### src/rtl/exc_pkg.sv
// Shared exception-unit definitions: FSM state encoding, EStatus cause
// codes and the cause priority encoder.
package exc_pkg;

  localparam int unsigned CAUSE_W = 4;

  typedef enum logic [1:0] {
    ST_IDLE    = 2'd0,
    ST_PEND    = 2'd1,
    ST_HANDLER = 2'd2
  } exc_state_e;

  localparam logic [CAUSE_W-1:0] EXC_NONE  = 4'b0000;
  localparam logic [CAUSE_W-1:0] EXC_IRQ   = 4'b0001;
  localparam logic [CAUSE_W-1:0] EXC_BADOP = 4'b0010;
  localparam logic [CAUSE_W-1:0] EXC_TIMER = 4'b0100;

  // Highest-priority active cause: badOpcode > timer > irq.
  function automatic logic [CAUSE_W-1:0] exc_prio(input logic badop,
                                                   input logic timer,
                                                   input logic irq);
    logic [CAUSE_W-1:0] code;
    code = EXC_NONE;
    if (badop)      code = EXC_BADOP;
    else if (timer) code = EXC_TIMER;
    else if (irq)   code = EXC_IRQ;
    return code;
  endfunction

endpackage

### src/rtl/exc_timer.sv
// Free-running periodic timer. Counts 0..TIMER_PERIOD-1 and wraps; tick is a
// registered one-cycle pulse following each wrap edge.
// Ports:
//   clk   - clock
//   reset - asynchronous active-low reset
//   tick  - one-cycle pulse, high for the cycle after the counter wraps
module exc_timer #(
  parameter int unsigned TIMER_W      = 16,
  parameter int unsigned TIMER_PERIOD = 1000
) (
  input  logic clk,
  input  logic reset,
  output logic tick
);

  localparam logic [TIMER_W-1:0] LAST = TIMER_W'(TIMER_PERIOD - 1);

  logic [TIMER_W-1:0] count;

  // Counter with wrap; tick marks the wrap.
  always_ff @(posedge clk or negedge reset) begin
    if (!reset) begin
      count <= '0;
      tick  <= 1'b0;
    end else if (count == LAST) begin
      count <= '0;
      tick  <= 1'b1;
    end else begin
      count <= count + TIMER_W'(1);
      tick  <= 1'b0;
    end
  end

endmodule

### src/rtl/exc_unit.sv
// Exception controller: samples irq / badOpcode (and an optional periodic
// timer), raises Exc to the datapath, tracks the handler window and flags
// double faults.
// Optional feature macro: EXC_TIMER_EN (adds exc_timer and the timer cause).
// Ports:
//   clk         - clock, rising edge
//   reset       - asynchronous active-low reset
//   irq         - level interrupt request (not latched)
//   badOpcode   - current instruction invalid
//   ExcAck      - datapath took the exception vector
//   ERet        - current instruction is ERET
//   Exc         - exception request (high exactly while pending)
//   EStatus     - cause code of the pending/taken exception
//   inHandler   - handler active, causes masked
//   doubleFault - sticky: badOpcode seen while in the handler
module exc_unit
  import exc_pkg::*;
#(
  parameter int unsigned N            = 64,
  parameter int unsigned TIMER_W      = 16,
  parameter int unsigned TIMER_PERIOD = 1000
) (
  input  logic               clk,
  input  logic               reset,
  input  logic               irq,
  input  logic               badOpcode,
  input  logic               ExcAck,
  input  logic               ERet,
  output logic               Exc,
  output logic [CAUSE_W-1:0] EStatus,
  output logic               inHandler,
  output logic               doubleFault
);

  // Elaboration-time parameter sanity checks.
  if (N < 1) begin : g_bad_n
    $error("exc_unit: N must be at least 1");
  end
  if (TIMER_PERIOD < 1 || (TIMER_PERIOD >> TIMER_W) != 0) begin : g_bad_period
    $error("exc_unit: TIMER_PERIOD must be in 1..2^TIMER_W-1");
  end

  exc_state_e         state, state_nxt;
  logic [CAUSE_W-1:0] estatus_nxt;
  logic               dfault_nxt;
  logic               timer_cause_c;
  logic [CAUSE_W-1:0] cause_code_c;

  assign cause_code_c = exc_prio(badOpcode, timer_cause_c, irq);

`ifdef EXC_TIMER_EN
  logic tick;
  logic timer_pend;
  logic timer_take_c;

  exc_timer #(
    .TIMER_W      (TIMER_W),
    .TIMER_PERIOD (TIMER_PERIOD)
  ) u_timer (
    .clk   (clk),
    .reset (reset),
    .tick  (tick)
  );

  // Timer cause is latched only from IDLE; that edge consumes the pending bit.
  assign timer_take_c  = (state == ST_IDLE) && (cause_code_c == EXC_TIMER);
  assign timer_cause_c = tick | timer_pend;

  // Pending bit: set by ticks (merged while set), cleared when taken.
  always_ff @(posedge clk or negedge reset) begin
    if (!reset)            timer_pend <= 1'b0;
    else if (timer_take_c) timer_pend <= 1'b0;
    else if (tick)         timer_pend <= 1'b1;
  end
`else
  assign timer_cause_c = 1'b0;
`endif

  // State and registered outputs.
  always_ff @(posedge clk or negedge reset) begin
    if (!reset) begin
      state       <= ST_IDLE;
      Exc         <= 1'b0;
      EStatus     <= EXC_NONE;
      inHandler   <= 1'b0;
      doubleFault <= 1'b0;
    end else begin
      state       <= state_nxt;
      Exc         <= (state_nxt == ST_PEND);
      EStatus     <= estatus_nxt;
      inHandler   <= (state_nxt == ST_HANDLER);
      doubleFault <= dfault_nxt;
    end
  end

  // Next-state logic.
  always_comb begin
    state_nxt   = state;
    estatus_nxt = EStatus;
    dfault_nxt  = doubleFault;
    unique case (state)
      ST_IDLE: begin
        if (cause_code_c != EXC_NONE) begin
          state_nxt   = ST_PEND;
          estatus_nxt = cause_code_c;
        end
      end
      ST_PEND: begin
        if (ExcAck) state_nxt = ST_HANDLER;
      end
      ST_HANDLER: begin
        if (badOpcode) dfault_nxt = 1'b1;
        // Return takes precedence; any new cause is seen from IDLE next edge.
        if (ERet) begin
          state_nxt   = ST_IDLE;
          estatus_nxt = EXC_NONE;
        end
      end
      default: begin
        state_nxt   = ST_IDLE;
        estatus_nxt = EXC_NONE;
      end
    endcase
  end

endmodule
### config.mk
export PLATFORM = sky130hd
export DESIGN_NAME = exc_unit
export DESIGN_NICKNAME = d
export VERILOG_FILES = /design/src/rtl/exc_pkg.sv /design/src/rtl/exc_timer.sv /design/src/rtl/exc_unit.sv
export SDC_FILE = /design/constraint.sdc
export NUM_CORES = 1
export LEC_CHECK = 0
export CORE_AREA = 3 3 40 42
export DETAILED_ROUTE_END_ITERATION = 10
export DIE_AREA = 0 0 43 45
export PLACE_DENSITY_LB_ADDON = 0.1
export SLEW_MARGIN = 20
export SYNTH_ARGS = -nofsm -noshare
export SYNTH_HDL_FRONTEND = slang
export SYNTH_HIERARCHICAL = 1
export SYNTH_SLANG_ARGS = --single-unit
### constraint.sdc
create_clock -name clk -period 1.2 [get_ports clk]
set_clock_uncertainty 0.1 [all_clocks]
set_input_delay 0.12 -clock clk [delete_from_list [all_inputs] [get_ports clk]]
set_output_delay 0.12 -clock clk [all_outputs]
set_load 0.01 [all_outputs]
==> results.sh <==
export IMPL_crit_family="flip-flops"
export IMPL_crit_cells=1
export IMPL_crit_buf_inv=1
export IMPL_drcViolationCount=0
export IMPL_core_region_area_um2=1280
export IMPL_cts_tree="built"
export IMPL_yosysUniqueCellTypes=17
export IMPL_power_density_nw_per_um2=2210
export IMPL_clockPowerShare_pct=22.0
export IMPL_use_met1_pct=9.85
export IMPL_start_util_pct=25.0
export IMPL_nNetsFinal=49
export IMPL_period_minus_slack_ns=1.17
export IMPL_synthCells=29
export IMPL_drt_iter0_drc=1
export IMPL_grtUsageMet3_pct=2.79
export IMPL_detailed_place_hpwl_um=473
export IMPL_numCtsBuffers=3
export IMPL_vdd_drop_max_mv=0.837
export IMPL_switching_share_pct=35.6
export IMPL_hold_violations=0
export IMPL_cp_data_required_time_ns=0.98
export IMPL_synth_ff_type="dfrtp_1"
export IMPL_avgSynthCellArea_um2=11.1
export IMPL_place_gp_congestion=0.725
export IMPL_grt_ovfl_total=0
export IMPL_rsz0062_at_grt="no"
export IMPL_syn_cell_area_um2=322
export IMPL_layout_drive_gt1_share_pct=14.3
export IMPL_yosysMostFrequentCell="dfrtp_1"
export IMPL_finalSetupViolCount=0
export IMPL_firstDrtPassIters=3
export IMPL_power_frac_comb_pct=33.6
export IMPL_io_buffer_count=10
export IMPL_reg2reg_depth=3
export IMPL_grt_max_degree=11
export IMPL_wl_per_cell_um=10.4
export IMPL_wl_um=595
export IMPL_dp_cells=53
export IMPL_async_flop_share_pct=100
export IMPL_fin_hold_ws_ns=0.0173
export IMPL_syn2layout_area_growth_pct=40.1
export IMPL_use_met2_pct=8.08
export IMPL_fmax_ghz=0.857
export IMPL_start_kind="flip-flop"
export IMPL_slew_viol_final=0
export IMPL_rows=13
export IMPL_yosys_area_top_type_share_pct=54.5
export IMPL_grt_usage_pct=7.47
export IMPL_end_kind="output pin"
export IMPL_critPathKind="reg -> out"
export IMPL_die_area_um2=1940
export IMPL_grt_pass1_wl_um=979
export IMPL_path_cells="dlygate4sd2_1"
export IMPL_hold_buffers=0
export IMPL_slowest_delay_ns=0.40
export IMPL_outcome="finished clean"
export IMPL_yosys_area_top_type="dfrtp_1"
export IMPL_ys_seq_area_share_pct=54.5
export IMPL_grt_pass1_vias=227
export IMPL_io_pins=13
export IMPL_ant_nets=0
export IMPL_p_seq_share_pct=44.3
export IMPL_worst_path_max_fanout=3
export IMPL_clkTransAtPathRegs_ns=0.06
export IMPL_hp_class="in -> async"
export IMPL_nFillCells=139
export IMPL_finalNonFillerCells=57
export IMPL_drt_vias_per_instance=4.44
export IMPL_antenna_found_initial=0
export IMPL_critPathArrivalTime_ns=0.95
export IMPL_fp_dieW_um=43
export IMPL_synth_seq_cells=7
export IMPL_place_area_um2=425
export IMPL_root_buffer="clkbuf_4"
export IMPL_diodes=0
export IMPL_fin_crit_sh_pct=97.3
export IMPL_slowest_stage="dfrtp_1"
export IMPL_synth_edff_count=0
export IMPL_finalPower_uw=995
export IMPL_p_sw_uw=354
export IMPL_tns_ns=0
export IMPL_die_h_um=45
export IMPL_post_cts_buffers=0
export IMPL_p_int_uw=641
export IMPL_clkSinkCount=7
export IMPL_grt_busiest_layer="met1"
export IMPL_yosysWarningCount=6
export IMPL_final_area_um2=450
export IMPL_clk_latency_ns=0.25
export IMPL_vias=253
export IMPL_p_leak_uw=0.000196
export IMPL_cts_path_max_buffers=2
export IMPL_drv_cap=0
export IMPL_yosys_top_cells_area="dfrtp_1, a211oi_1, buf_4, o31ai_1, a22oi_2"
export IMPL_cts_htree_levels=1
==> flip-flops by register name (all words and copies together), names as in the netlist <==
register	cells
inHandler	1
Exc	1
doubleFault	1
EStatus	2
state	2
==> power groups by stage <==
stage	combinational (µW)	clock, µW	sequential [µW]
final	335	219	441
after global routing	373	229	466
after CTS	339	226	441
after detailed placement	389	0	447
after global placement	386	0	441
after floorplan	223	0	440
==> cells by family (layout without fill, tap and decap cells) <==
family	after synthesis	in the layout	share of synthesized area, %
and+or+nand+nor	6	6	11.3
AOI/OAI and AO/OA	10	10	22.6
DFF	7	7	54.5
buffers and inverters	5	17	10.5
other	1	2	1.17
==> layer usage <==
metal	vias to the layer above	routed length (µm)
li1	125	-
met4	0	29
met2	12	220
met5	-	0
met1	112	285
met3	4	59
==> final timing paths <==
kind	from	end	slack, ns
setup / recovery	EStatus[1]$_DFFE_PN0P_	EStatus[1]	0.03
max in group asynchronous	reset	inHandler$_DFF_PN0_	0.75
hold / removal	reset	EStatus[0]$_DFFE_PN0P_	0.02
hold reg to reg	doubleFault$_DFFE_PN0P_	doubleFault$_DFFE_PN0P_	0.36
setup reg to reg	state[0]$_DFF_PN0_	EStatus[0]$_DFFE_PN0P_	0.15
min in group clk	doubleFault$_DFFE_PN0P_	doubleFault$_DFFE_PN0P_	0.36
==> cell usage in the layout (no fill, tap or decap), drive strengths merged <==
| cell | synthesis | routed |
|---|---|---|
| a21oi | 1 | 1 |
| nor3 | 1 | 1 |
| inv | 2 | 2 |
| and2b | 1 | 1 |
| dfrtp | 7 | 7 |
| nor3b | 1 | 1 |
| nand3 | 2 | 2 |
| o21ai | 2 | 2 |
| o211ai | 1 | 1 |
| buf | 3 | 1 |
| clkdlybuf4s50 | 0 | 5 |
| a211oi | 2 | 2 |
| conb | 1 | 2 |
| clkbuf | 0 | 4 |
| o31ai | 2 | 2 |
| o21bai | 1 | 1 |
| dlygate4sd2 | 0 | 5 |
| nand2b | 1 | 1 |
| a22oi | 1 | 1 |
==> what timing repair did <==
action	4_1_cts	5_1_grt
resized for setup	5	1
gates cloned	0	0
endpoints found under the hold margin	0	0
endpoints found under the setup margin	5	2
==> cell type report <==
type	count	area (µm²)	share of cell area, %
clock buffer	4	26.3	5.83
inverter	2	7.51	1.67
sequential	7	175	38.9
timing repair buffer	11	101	22.5
tap	15	18.8	4.17
multi-input combinational	18	121	26.9
==> per-stage QoR <==
| step | util, % | worst slack (ns) |
|---|---|---|
| 2_1_floorplan | - | 0.202 |
| 3_3_place_gp | 33.1 | -0.0368 |
| 3_5_place_dp | 33.1 | -0.0682 |
| 4_1_cts | 34.7 | 0.0262 |
| 5_1_grt | 35.1 | 0.0157 |
| 6_report | 35.1 | 0.0327 |
Note: power is estimated with default switching activity, not from simulation.
